==> src/rtl/debouncer_multi.sv <==
// Multi-channel push-button debouncer: 2-flop synchronisers, shared tick prescaler,
// per-channel stability counters, registered rise/fall pulses. Define DEBOUNCER_MULTI_HOLD_EN for hold/auto-repeat pulses.
module debouncer_multi #(
    parameter int                  CHANNELS     = 4,
    parameter int                  TICK_DIV     = 50000,
    parameter int                  STABLE_TICKS = 20,
    parameter logic [CHANNELS-1:0] POLARITY     = {CHANNELS{1'b0}},
    parameter int                  HOLD_TICKS   = 500,
    parameter int                  REPEAT_TICKS = 100
) (
    input  logic                clk_i,
    input  logic                rst_i,
    input  logic [CHANNELS-1:0] push_i,
    output logic [CHANNELS-1:0] level_o,
    output logic [CHANNELS-1:0] rise_o,
    output logic [CHANNELS-1:0] fall_o,
    output logic [CHANNELS-1:0] hold_o
);

    localparam int DIV_W  = (TICK_DIV > 1) ? $clog2(TICK_DIV) : 1;
    localparam int STAB_W = (STABLE_TICKS > 1) ? $clog2(STABLE_TICKS) : 1;
    localparam logic [DIV_W-1:0]  DIV_LAST  = DIV_W'(TICK_DIV - 1);
    localparam logic [STAB_W-1:0] STAB_LAST = STAB_W'(STABLE_TICKS - 1);

    if (CHANNELS < 1 || TICK_DIV < 1 || STABLE_TICKS < 1 || HOLD_TICKS < 1 || REPEAT_TICKS < 1) begin : g_bad_params
        $error("debouncer_multi: every size parameter must be >= 1");
    end

    logic [DIV_W-1:0]    div_q, div_d;
    logic                tick;
    logic [CHANNELS-1:0] sync1_q, sync1_d;
    logic [CHANNELS-1:0] sync2_q, sync2_d;
    logic [CHANNELS-1:0] raw_s;
    logic [CHANNELS-1:0] level_q, level_d;
    logic [CHANNELS-1:0] rise_q, rise_d;
    logic [CHANNELS-1:0] fall_q, fall_d;

    always_comb begin
        tick    = (div_q == DIV_LAST);
        div_d   = tick ? '0 : div_q + 1'b1;
        sync1_d = push_i ^ POLARITY;
        sync2_d = sync1_q;
    end

    assign raw_s  = sync2_q;
    assign rise_d = level_d & ~level_q;
    assign fall_d = ~level_d & level_q;

    genvar gi;
    generate
        for (gi = 0; gi < CHANNELS; gi++) begin : g_chan
            logic [STAB_W-1:0] stab_q, stab_d;
            logic              lvl_d;

            // Any sample agreeing with the current level restarts the count, tick or not.
            always_comb begin
                stab_d = stab_q;
                lvl_d  = level_q[gi];
                if (raw_s[gi] == level_q[gi]) begin
                    stab_d = '0;
                end else if (tick) begin
                    if (stab_q == STAB_LAST) begin
                        lvl_d  = raw_s[gi];
                        stab_d = '0;
                    end else begin
                        stab_d = stab_q + 1'b1;
                    end
                end
            end

            always_ff @(posedge clk_i or posedge rst_i) begin
                if (rst_i) begin
                    stab_q <= '0;
                end else begin
                    stab_q <= stab_d;
                end
            end

            assign level_d[gi] = lvl_d;
        end
    endgenerate

    always_ff @(posedge clk_i or posedge rst_i) begin
        if (rst_i) begin
            div_q   <= '0;
            sync1_q <= '0;
            sync2_q <= '0;
            level_q <= '0;
            rise_q  <= '0;
            fall_q  <= '0;
        end else begin
            div_q   <= div_d;
            sync1_q <= sync1_d;
            sync2_q <= sync2_d;
            level_q <= level_d;
            rise_q  <= rise_d;
            fall_q  <= fall_d;
        end
    end

    assign level_o = level_q;
    assign rise_o  = rise_q;
    assign fall_o  = fall_q;

`ifdef DEBOUNCER_MULTI_HOLD_EN
    localparam int HOLD_MAX = (HOLD_TICKS > REPEAT_TICKS) ? HOLD_TICKS : REPEAT_TICKS;
    localparam int HOLD_W   = (HOLD_MAX > 1) ? $clog2(HOLD_MAX) : 1;
    localparam logic [HOLD_W-1:0] HOLD_LAST = HOLD_W'(HOLD_TICKS - 1);
    localparam logic [HOLD_W-1:0] REP_LAST  = HOLD_W'(REPEAT_TICKS - 1);

    logic [CHANNELS-1:0] hold_q, hold_d;

    generate
        for (gi = 0; gi < CHANNELS; gi++) begin : g_hold
            logic [HOLD_W-1:0] hcnt_q, hcnt_d;
            logic              rep_q, rep_d;
            logic              pulse_d;

            // rep_q selects the repeat interval once the initial hold delay has elapsed.
            always_comb begin
                hcnt_d  = hcnt_q;
                rep_d   = rep_q;
                pulse_d = 1'b0;
                if (!level_q[gi] || rise_d[gi]) begin
                    hcnt_d = '0;
                    rep_d  = 1'b0;
                end else if (tick) begin
                    if (hcnt_q == (rep_q ? REP_LAST : HOLD_LAST)) begin
                        hcnt_d  = '0;
                        rep_d   = 1'b1;
                        pulse_d = ~fall_d[gi];
                    end else begin
                        hcnt_d = hcnt_q + 1'b1;
                    end
                end
            end

            always_ff @(posedge clk_i or posedge rst_i) begin
                if (rst_i) begin
                    hcnt_q <= '0;
                    rep_q  <= 1'b0;
                end else begin
                    hcnt_q <= hcnt_d;
                    rep_q  <= rep_d;
                end
            end

            assign hold_d[gi] = pulse_d;
        end
    endgenerate

    always_ff @(posedge clk_i or posedge rst_i) begin
        if (rst_i) begin
            hold_q <= '0;
        end else begin
            hold_q <= hold_d;
        end
    end

    assign hold_o = hold_q;
`else
    assign hold_o = {CHANNELS{1'b0}};
`endif

endmodule
==> config.mk <==
export PLATFORM = sky130hd
export DESIGN_NAME = debouncer_multi
export DESIGN_NICKNAME = d
export VERILOG_FILES = /design/src/rtl/debouncer_multi.sv
export SDC_FILE = /design/constraint.sdc
export NUM_CORES = 1
export LEC_CHECK = 0
export ABC_AREA = 1
export ABC_CLOCK_PERIOD_IN_PS = 1800
export CAP_MARGIN = 20
export CORE_UTILIZATION = 50
export DETAILED_ROUTE_END_ITERATION = 12
export PLACE_DENSITY = 0.73
export SYNTH_ARGS = -nofsm -noshare
export SYNTH_HDL_FRONTEND = slang
export SYNTH_SLANG_ARGS = --single-unit
==> constraint.sdc <==
create_clock -name clk_i -period 1.8 [get_ports clk_i]
set_clock_uncertainty 0.2 [all_clocks]
set_input_delay 0.27 -clock clk_i [delete_from_list [all_inputs] [get_ports clk_i]]
set_output_delay 0.27 -clock clk_i [all_outputs]
set_load 0.02 [all_outputs]
## Word level (Yosys, flattened, before mapping)

Cells that the tools add are included.

- $add $sub $neg: 5
- Bitwise gates (word level): 4
- Muxes and demuxes: 25
- Reductions and logical operators: 4
- Eq/ne operators: 9

Operators by type and width:

| kind | count |
|---|---|
| 5-bit 2-to-1 mux | 12 |
| 5-bit by 1-bit adder with 5-bit output, second input constant | 4 |
| 5-bit equality test, second input constant | 4 |
| 16-bit by 1-bit adder with 16-bit output, second input constant | 1 |
| 16-bit equality test, second input constant | 1 |
| 16-bit 2-to-1 mux | 1 |
| 1-bit 2-to-1 mux | 12 |
| 4-bit AND | 2 |
| 4-bit NOT | 2 |
| 2-bit nonzero test | 4 |
| 1-bit equality test | 4 |

- Logic and storage cells: 57
- Output and inout bits: 16
- Flip-flop bits (word level): 56

## Longest topological paths before layout

- Word-level depth: 6
- Gate-level depth with buffers: 9

## Worst setup path after synthesis

OpenSTA, ideal clock, no wires.

- Kind: reg2reg
- From: register div_q[0]
- To: register g_chan[1].stab_q[0]
- Arrival: 1.350 ns
- Data required time: 1.535 ns
- Clock period less this slack: 1.615 ns
- Stages on the path, launching flop included: 10
- Path slack: 0.185 ns
- Cell sequence: dfrtp_1 > ha_1 > nand2_2 > inv_1 > nand2_1 > nor2_1 > nand2_1 > buf_2 > nand3_1 > nand2_1

- Longest elaborated chain between the ends: 2

Ends and longest elaborated chain:

| element | line | text |
|---|---|---|
| from (decl) | 29 | `logic [DIV_W-1:0] div_q, div_d;` |
| from (signal assigned) | 92 | `div_q <= div_d;` |
| 16-bit equality test | 39 | `tick = (div_q == DIV_LAST);` |
| 2-bit nonzero test (no line) | -- |  |
| to (signal assigned) | 75 | `stab_q <= stab_d;` |
| to (decl) | 52 | `logic [STAB_W-1:0] stab_q, stab_d;` |

No other way between the ends.
A chain may end at the register's enable or synchronous reset.

## Final worst setup path

- From: register rise_q[3], in the netlist rise_o[3]
- To: output port rise_o[3]

RTL lines:

| element | line | text |
|---|---|---|
| from (decl) | 35 | `logic [CHANNELS-1:0] rise_q, rise_d;` |
| from (signal assigned) | 96 | `rise_q <= rise_d;` |
| to (decl) | 15 | `output logic [CHANNELS-1:0] rise_o,` |

No word-level cell between the ends.

==> impl_metrics.toml <==
[power]
vdd_drop_max_uv = 434
p_leak_nw = 1.73
p_per_area_nw_per_um2 = 660

[global_route]
met3_usage_pct = 3.57
grt_max_degree = 24
antenna_found_initial = 0
busiest_layer = "met2"
grt_usage_pct = 20.0
overflow = 0
grtUsageMet1_pct = 26.0
met2_usage_pct = 32.9
grt_first_pass_wirelength_mm = 9.36
grt_pass1_vias = 2132

[cts]
clock-sinks = 56
cts_root_buf = "clkbuf_8"
clk_latency_ps = 310
cts_buffer_depth = 2
htree_levels = 2
cts.clk_slew.worst_paths_ps = 100
cts_tree = "yes"
cts_hold_buf = 0
cts_inserted_buffers = 5

[floorplanning]
dieArea_um2 = 5920
fp.dieW_um = 77.0
ios = 22
core_um2 = 5270
dieHeight_um = 77.0
start_util_pct = 53.3
row_count = 26

[run]
maxCapViolCount = 0

[critical_path]
slowest_delay_ps = 600
cp_slowest_cell = "clkdlybuf4s50_1"
cp_max_fo = 1
arrival_ps = 1270
worst-endpoint-required_ps = 1330
path_class = "reg2out"
endpoint_kind = "primary output"
reg2regPathDepth = 8
startpoint_type = "flip-flop"
rrSetupSlack_ps = 110
r2r_start = "div_q[0]"
cp_top_family = "buffers and inverters"
critical_path_buf_inv_count = 1
path_cells = "clkdlybuf4s50_1"
reg2reg_to = "rise_o[2]"

[yosys]
synthCells = 356
synth_area_leaders = "dfrtp_1 50%, nand2_1 12%, nand3_1 10%"
synth-seq-area-share_pct = 49.9
yosys_warnings = 0
synth_seq_cells = 56
syn_area_um2 = 2810
syn_area_per_cell_um2 = 7.89
yosysTopAreaCellShare_pct = 49.9
synth_top_cell_by_area = "dfrtp_1"
synth.distinct_cells = 22

[drt]
first_pass_iters = 4
wl_per_cell_um = 12.0
finalWirelength_mm = 5.50
ant_nets = 0
drc = 0
vias = 2298
drt-initial-drc-count = 118
avgViaCountPerCell = 5.03

[layout]
layout-drive-gt1-share_pct = 9.04
antenna_cells = 0
layout.cells.non_filler = 457
final_common_cell = "nand2_1"
fin_util_pct = 62.5
area_growth_pct = 17.2
fin_nets = 397
fin_area_um2 = 3290
final_cell_mix = "89 x nand2_1, 58 x nand3_1, 57 x nor2_1, 56 x dfrtp_1, 35 x inv_1"

[place]
dp_cells = 448
placed_area_um2 = 3150
port_buffers = 17
gp_congestion = 0.885
pre_cts_ws_ps = 53.2
post-dp-hpwl_mm = 3.83

[timing]
tns_ps = 0
drv_slew = 0
layout_setup_ws_ps = 61.9
final_hold_viol_count = 0
finalCritPeriodShare_pct = 96.6
setup_viol = 0
period_needed_ps = 1740
fmax_mhz = 575

[outcome]
status = "finished clean"

[min_path]
hold_class = "in2async"
==> registers in the layout (all words and copies together) (netlist names) <==
name / cells
fall_o: 4
rise_o: 4
level_o: 4
sync1_q: 4
g_chan.stab_q: 20
div_q: 16
raw_s: 4
==> synthesized netlist by cell type <==
master / count
inv_1: 37
dfrtp_1: 56
nor2_1: 59
nand3_1: 58
nor3_1: 3
buf_6: 2
inv_2: 1
nand3_2: 1
conb_1: 1
or2_2: 3
xnor2_1: 8
nand4_1: 4
a21oi_1: 1
o21ai_0: 8
nand2_1: 92
buf_2: 2
nand3b_1: 2
nor2_4: 2
xor2_1: 6
buf_4: 4
nand2_2: 1
ha_1: 5
==> worst register-to-register path, stage by stage, from the launching register on <==
cell	delay, ps
dfrtp_1	410
ha_2	210
nand2_2	90
nor2_4	140
nand3_2	100
nor2_4	150
buf_8	160
nand2_1	80
nor2_1	100
==> report_power, final <==
| group | leakage, nW | internal [mW] | switching (mW) |
|---|---|---|---|
| clock network | 0.0558 | 0.421 | 0.407 |
| registers | 0.750 | 1.27 | 0.00336 |
| logic | 0.924 | 0.0236 | 0.0520 |
| total | 1.73 | 1.71 | 0.462 |
==> worst max path at each step <==
stage / startpoint / endpoint / slack, ps / cells after the start
floorplan: div_q[0] / g_chan[1].stab_q[0] / 180 / 9
global placement: div_q[0] / level_o[0] / 100 / 9
detailed placement: div_q[0] / level_o[0] / 50 / 9
CTS: level_o[0] / level_o[0] / 10 / 1
global route: div_q[0] / rise_o[2] / -20 / 8
finish: rise_o[3] / rise_o[3] / 60 / 1
==> through the flow <==
| step | hold WS [ps] | power (mW) |
|---|---|---|
| final | 88.5 | 2.17 |
| after global routing | 110 | 2.25 |
| after CTS | 92.8 | 2.20 |
| after detailed placement | 136 | 1.37 |
| after global placement | 132 | 1.37 |
| after floorplan | 101 | 1.34 |
==> cells by family after synthesis <==
| group | synth area share, % |
|---|---|
| xor+xnor | 4.36 |
| flops | 49.9 |
| compound gates | 1.60 |
| buf+inv | 7.30 |
| other cells | 0.133 |
| fa+ha+maj | 2.23 |
| simple gates | 34.5 |
==> metal layers <==
metal | wire [um] | share of wire [%]
met3 | 178 | 3.2
met1 | 2580 | 47
met4 | 72 | 1.3
met5 | 0 | 0
met2 | 2670 | 49
==> layout make-up <==
type	instances	area (um^2)
Multi-Input combinational cell	257	1230
Timing Repair Buffer	28	313
Clock buffer	6	72.6
Inverter	38	146
Sequential cell	56	1400
Tap cell	70	87.6
Clock inverter	2	38.8
Fill cell	479	1980
==> what timing repair did <==
action,in CTS,in global routing
setup buffers,0,1
pin swaps,0,2
gates resized for setup,2,12
endpoints found under the setup margin,2,36
Power figures use the tool's default switching activity.
